==> src/rtl/sdram_func_module.sv <==
// rtl/sdram_func_module.sv - SDRAM write/read/refresh command sequencer.
// Optional byte mask: SDRAM_FUNC_BYTE_MASK_EN.
module sdram_func_module #(
    parameter int TRCD = 2,
    parameter int CL   = 2,
    parameter int TWR  = 2,
    parameter int TRP  = 2,
    parameter int TRFC = 6
) (
    input  logic        CLK,
    input  logic        RST,
    input  logic [2:0]  Func_Start_Sig,
    input  logic [23:0] Addr,
    input  logic [15:0] WrData,
`ifdef SDRAM_FUNC_BYTE_MASK_EN
    input  logic [1:0]  WrMask,
    output logic [1:0]  SDRAM_DQM,
`endif
    output logic [15:0] RdData,
    output logic        RdData_Valid,
    output logic        Func_Done_Sig,
    output logic [3:0]  SDRAM_CMD,
    output logic [1:0]  SDRAM_BA,
    output logic [12:0] SDRAM_A,
    output logic [15:0] SDRAM_DQ_Out,
    output logic        SDRAM_DQ_OE,
    input  logic [15:0] SDRAM_DQ_In
);
    localparam int CW = 5;
    localparam logic [3:0] CMD_NOP   = 4'b0111;
    localparam logic [3:0] CMD_ACT   = 4'b0011;
    localparam logic [3:0] CMD_READ  = 4'b0101;
    localparam logic [3:0] CMD_WRITE = 4'b0100;
    localparam logic [3:0] CMD_PRE   = 4'b0010;
    localparam logic [3:0] CMD_REF   = 4'b0001;
    localparam logic [CW-1:0] WR_LAST = CW'(TRCD + TWR + TRP);
    localparam logic [CW-1:0] RD_LAST = CW'(TRCD + CL + 1);
    localparam logic [CW-1:0] RF_LAST = CW'(TRP + TRFC);
    localparam logic [CW-1:0] RD_CAP  = CW'(TRCD + CL);
    localparam logic [CW-1:0] C_TRCD  = CW'(TRCD);
    localparam logic [CW-1:0] C_TRP   = CW'(TRP);

    typedef enum logic [1:0] {S_IDLE, S_WR, S_RD, S_RF} state_t;

    state_t        state_q, state_d;
    logic [CW-1:0] cnt_q, cnt_d, nxt, last;
    logic [2:0]    start_prev_q, start_prev_d, rise;
    logic [1:0]    bank_q, bank_d;
    logic [8:0]    col_q, col_d;
    logic [15:0]   wdata_q, wdata_d;
    logic [3:0]    cmd_q, cmd_d;
    logic [1:0]    ba_q, ba_d;
    logic [12:0]   a_q, a_d;
    logic [15:0]   dq_out_q, dq_out_d;
    logic          dq_oe_q, dq_oe_d;
    logic [15:0]   rd_data_q, rd_data_d;
    logic          rd_valid_q, rd_valid_d;
    logic          done_q, done_d;
`ifdef SDRAM_FUNC_BYTE_MASK_EN
    logic [1:0]    mask_q, mask_d, dqm_q, dqm_d;
`endif

    always_comb begin
        state_d      = state_q;
        cnt_d        = cnt_q;
        start_prev_d = Func_Start_Sig;
        bank_d       = bank_q;
        col_d        = col_q;
        wdata_d      = wdata_q;
        cmd_d        = CMD_NOP;
        ba_d         = '0;
        a_d          = '0;
        dq_out_d     = '0;
        dq_oe_d      = 1'b0;
        rd_data_d    = rd_data_q;
        rd_valid_d   = 1'b0;
        done_d       = 1'b0;
`ifdef SDRAM_FUNC_BYTE_MASK_EN
        mask_d       = mask_q;
        dqm_d        = 2'b00;
`endif
        rise = Func_Start_Sig & ~start_prev_q;
        nxt  = cnt_q + 1'b1;
        last = (state_q == S_WR) ? WR_LAST : (state_q == S_RD) ? RD_LAST : RF_LAST;

        if (state_q == S_IDLE) begin
            cnt_d = '0;
            if (rise != 3'b000) begin
                bank_d  = Addr[23:22];
                col_d   = Addr[8:0];
                wdata_d = WrData;
`ifdef SDRAM_FUNC_BYTE_MASK_EN
                mask_d  = WrMask;
`endif
            end
            // Refresh wins over read, read over write; losing edges are dropped.
            if (rise[2]) begin
                state_d  = S_RF;
                cmd_d    = CMD_PRE;
                a_d[10]  = 1'b1;
            end else if (rise[1] || rise[0]) begin
                state_d = rise[1] ? S_RD : S_WR;
                cmd_d   = CMD_ACT;
                ba_d    = Addr[23:22];
                a_d     = Addr[21:9];
            end
        end else if (cnt_q == last) begin
            state_d = S_IDLE;
            cnt_d   = '0;
        end else begin
            cnt_d  = nxt;
            done_d = (nxt == last);
            if (state_q == S_RF) begin
                if (nxt == C_TRP) cmd_d = CMD_REF;
            end else if (nxt == C_TRCD) begin
                cmd_d = (state_q == S_WR) ? CMD_WRITE : CMD_READ;
                ba_d  = bank_q;
                a_d   = {2'b00, 1'b1, 1'b0, col_q};
                if (state_q == S_WR) begin
                    dq_oe_d  = 1'b1;
                    dq_out_d = wdata_q;
`ifdef SDRAM_FUNC_BYTE_MASK_EN
                    dqm_d    = mask_q;
`endif
                end
            end
            if (state_q == S_RD && cnt_q == RD_CAP) begin
                rd_data_d  = SDRAM_DQ_In;
                rd_valid_d = 1'b1;
            end
        end
    end

    always_ff @(posedge CLK) begin
        if (RST) begin
            state_q      <= S_IDLE;
            cnt_q        <= '0;
            start_prev_q <= '0;
            bank_q       <= '0;
            col_q        <= '0;
            wdata_q      <= '0;
            cmd_q        <= CMD_NOP;
            ba_q         <= '0;
            a_q          <= '0;
            dq_out_q     <= '0;
            dq_oe_q      <= 1'b0;
            rd_data_q    <= '0;
            rd_valid_q   <= 1'b0;
            done_q       <= 1'b0;
`ifdef SDRAM_FUNC_BYTE_MASK_EN
            mask_q       <= 2'b00;
            dqm_q        <= 2'b00;
`endif
        end else begin
            state_q      <= state_d;
            cnt_q        <= cnt_d;
            start_prev_q <= start_prev_d;
            bank_q       <= bank_d;
            col_q        <= col_d;
            wdata_q      <= wdata_d;
            cmd_q        <= cmd_d;
            ba_q         <= ba_d;
            a_q          <= a_d;
            dq_out_q     <= dq_out_d;
            dq_oe_q      <= dq_oe_d;
            rd_data_q    <= rd_data_d;
            rd_valid_q   <= rd_valid_d;
            done_q       <= done_d;
`ifdef SDRAM_FUNC_BYTE_MASK_EN
            mask_q       <= mask_d;
            dqm_q        <= dqm_d;
`endif
        end
    end

    assign SDRAM_CMD     = cmd_q;
    assign SDRAM_BA      = ba_q;
    assign SDRAM_A       = a_q;
    assign SDRAM_DQ_Out  = dq_out_q;
    assign SDRAM_DQ_OE   = dq_oe_q;
    assign RdData        = rd_data_q;
    assign RdData_Valid  = rd_valid_q;
    assign Func_Done_Sig = done_q;
`ifdef SDRAM_FUNC_BYTE_MASK_EN
    assign SDRAM_DQM     = dqm_q;
`endif
endmodule
==> config.mk <==
export PLATFORM = sky130hd
export DESIGN_NAME = sdram_func_module
export DESIGN_NICKNAME = d
export VERILOG_FILES = /design/src/rtl/sdram_func_module.sv
export SDC_FILE = /design/constraint.sdc
export NUM_CORES = 1
export LEC_CHECK = 0
export CAP_MARGIN = 20
export CORE_MARGIN = 4
export CORE_UTILIZATION = 44
export CTS_CLUSTER_DIAMETER = 80
export DETAILED_ROUTE_END_ITERATION = 10
export GPL_ROUTABILITY_DRIVEN = 0
export GPL_TIMING_DRIVEN = 0
export PLACE_DENSITY = 0.74
export SETUP_SLACK_MARGIN = 0.2
export SYNTH_ARGS = -nofsm -noshare
export SYNTH_HDL_FRONTEND = slang
export SYNTH_SLANG_ARGS = --single-unit
==> constraint.sdc <==
create_clock -name CLK -period 2.55 [get_ports CLK]
set_input_delay 0.51 -clock CLK [delete_from_list [all_inputs] [get_ports CLK]]
set_output_delay 0.51 -clock CLK [all_outputs]
set_load 0.05 [all_outputs]
==> impl_metrics.ini <==
[worst_setup_path]
cp.required_ns = 2.80
endpoint_kind = flop
crit_fanout = 10
slowest_stage = a2111o_1
critPathLaunchType = flop
path_cells = inv_1 -> ha_4 -> or3b_1 -> a2111o_1 -> o2111ai_4 -> nor2_4 -> buf_6 -> a22o_1
critical_path_arrival_ns = 2.51
slowest_delay_ns = 0.49
worstSetupPathType = flop to flop

[synthesis]
yosysSeqAreaShare_pct = 55.09
yosysTopAreaCell = dfxtp_1
syn_area_um2 = 3271
synth-simple-area-share_pct = 17.98
synthCells = 343
yosysUniqueCellTypes = 43
synth_xor_xnor_area_share_pct = 1.875
synth_fa_ha_area_share_pct = 3.060
synth_edf_count = 0
synth_area_per_cell_um2 = 9.535
synth_seq_cells = 90
yosys-top-cells-count = dfxtp_1, nand2_1, a21oi_1
post-synth-top-count-cell = dfxtp_1
synthArstFlopShare_pct = 0
synthMuxAreaShare_pct = 4.897
synth_ff_type = dfxtp_1
synth.top_cell.area_share_pct = 55.09
synth-compound-area-share_pct = 12.05
netlist_top_cells_area = dfxtp_1, nand2_1, a21oi_1
yosys_warnings = 0
syn-num-nets = 412
synth_top_family_by_area = simple AND/OR/NAND/NOR gates

[drt]
wl_per_cell_um = 13.35
vias = 2709
routed.top_layer = met4
drt_iter0_markers = 164
met3_length_um = 619
first_pass_iters = 4
wl_met1_um = 3295
via_per_inst = 4.728
dr_wl_met2_um = 3643
drc = 0
finalWirelength_um = 7649
final_antenna_net_count = 0

[clocking]
cts_hold_buffers = 0
clockBufferDepth = 2
clk_pin_slew_ns = 0.09
root_buffer = clkbuf_8
clkSinkCount = 90
cts_tree = built
clock_latency_ns = 0.36
htreeDepth = 3
cts_buffers = 9

[timing]
fin_crit_ns = 2.268
final_max_slew_viol_count = 0
worst_pin_slew_ns = 0.5418
slew_headroom_pct = 63.77
finalCritPeriodShare_pct = 88.96
worst_slack_ns = 0.2815
clock_skew_ns = 0.01368
finalHoldViolations = 0
setup_viol_count_final = 0
fmax_mhz = 440.8
rsz0062_at_grt = false

[floorplan]
coreArea_um2 = 7253
rows = 31
chipHeight_um = 94.22
die_x_um = 94.22
die_area_um2 = 8876
num_io_pins = 115
start_util_pct = 45.09

[min_path]
hp-class = flop to flop

[layout]
drive_above_1_share_pct = 7.173
finalNetCount = 538
diodes = 0
syn2layout_area_growth_pct = 46.02

[global_routing]
grt_max_degree = 19
grt_pass1_vias = 2593
grt_pass1_wl_um = 12220
antenna_found_initial = 0
grt_overflow = 0
groute.usage.overall_pct = 17.66

[job]
cap_viol_max_count = 0

[place]
dp_hpwl_um = 5617
io_buffers = 112
pre_cts_slack_ns = -0.1008

[power_and_ir_drop]
p_per_area_nw_per_um2 = 646.5
ir_drop_uv = 394.2
cellLeakagePower_nw = 1.947
p_total_mw = 3.088

[run_status]
run_status = completed
-- worst paths after layout --
path	start	end	slack, ns	cells past startpoint
setup reg to reg	state_q[1]	SDRAM_A[7]	0.28	8
hold / removal	wdata_q[6]	SDRAM_DQ_Out[6]	0.45	2
setup / recovery	state_q[1]	SDRAM_A[7]	0.28	8
hold reg to reg	wdata_q[6]	SDRAM_DQ_Out[6]	0.45	2
-- cells in the final DEF (no fill, tap or decap), drive strengths merged, types with 2 or more instances in the layout --
cell type	netlist	routed
inv	12	15
nor2b	3	3
o21ai	4	4
a22o	11	11
xnor2	4	4
o22ai	2	2
mux2i	16	16
nor4	2	2
a21oi	32	32
nand3	5	5
buf	9	11
xor2	3	3
ha	8	8
nor2	28	28
clkinv	0	3
clkbuf	15	25
nand2	59	59
clkdlybuf4s50	0	112
dfxtp	90	90
and2	19	19
-- worst max-delay path: cells and delay by family, from the launching register on --
kind | cells | cell delay [ns]
flops | 1 | 0.38
buf+inv | 2 | 0.25
fa+ha+maj | 1 | 0.24
simple gates | 2 | 0.45
compound gates | 3 | 0.83
-- metal layers --
metal	up-vias	track usage [%]
met5	-	0
met3	10	5.769
met2	79	28.66
met4	0	6.739
li1	1380	-
met1	1240	21.67
-- sequential cells by signal (all words and copies together), names as in the netlist, 3 cells and up --
register	count
SDRAM_DQ_Out	16
RdData	16
SDRAM_A	13
SDRAM_CMD	3
wdata_q	16
col_q	9
cnt_q	5
start_prev_q	3
-- what timing repair did --
item / CTS / global route
pin swaps: 2 / 1
setup buffers: 0 / 3
setup endpoints to repair: 20 / 39
resized for setup: 2 / 3
-- cells by family (layout without fill, tap and decap cells) --
kind of cell,Yosys count,after routing
compound gates,59,59
xor+xnor,7,7
fa+ha+maj,8,8
buf+inv,36,167
flops,90,90
mux,16,16
other cells,1,1
simple gates,126,126
-- metrics by stage --
stage	std cells	setup TNS, ns	area, um2	hold slack, ns	util [%]
4_1_cts	570	0	4737	0.4469	65.31
3_5_place_dp	554	-0.6756	4516	0.4339	62.26
5_1_grt	573	0	4776	0.4778	65.84
3_3_place_gp	554	-0.2329	4516	0.4233	62.26
6_report	573	0	4776	0.4476	65.84
2_1_floorplan	343	0	3271	0.4099	-
-- final cells by class --
cell class                 count  area (um2)
multi-input combinational    217        1320
clock buffer                   9       123.9
fill                         604        2477
tap                           99       123.9
clock inverter                 7       95.09
buffer                        24       117.6
sequential                    90        1807
timing repair buffer         115        1144
inverter                      12       45.04
-- power by group --
group	internal, mW	leakage (nW)	switching [mW]
logic	0.230	1.10	0.303
registers	1.49	0.734	0.0379
clock network	0.482	0.111	0.548
(Power assumes the default switching activity.)
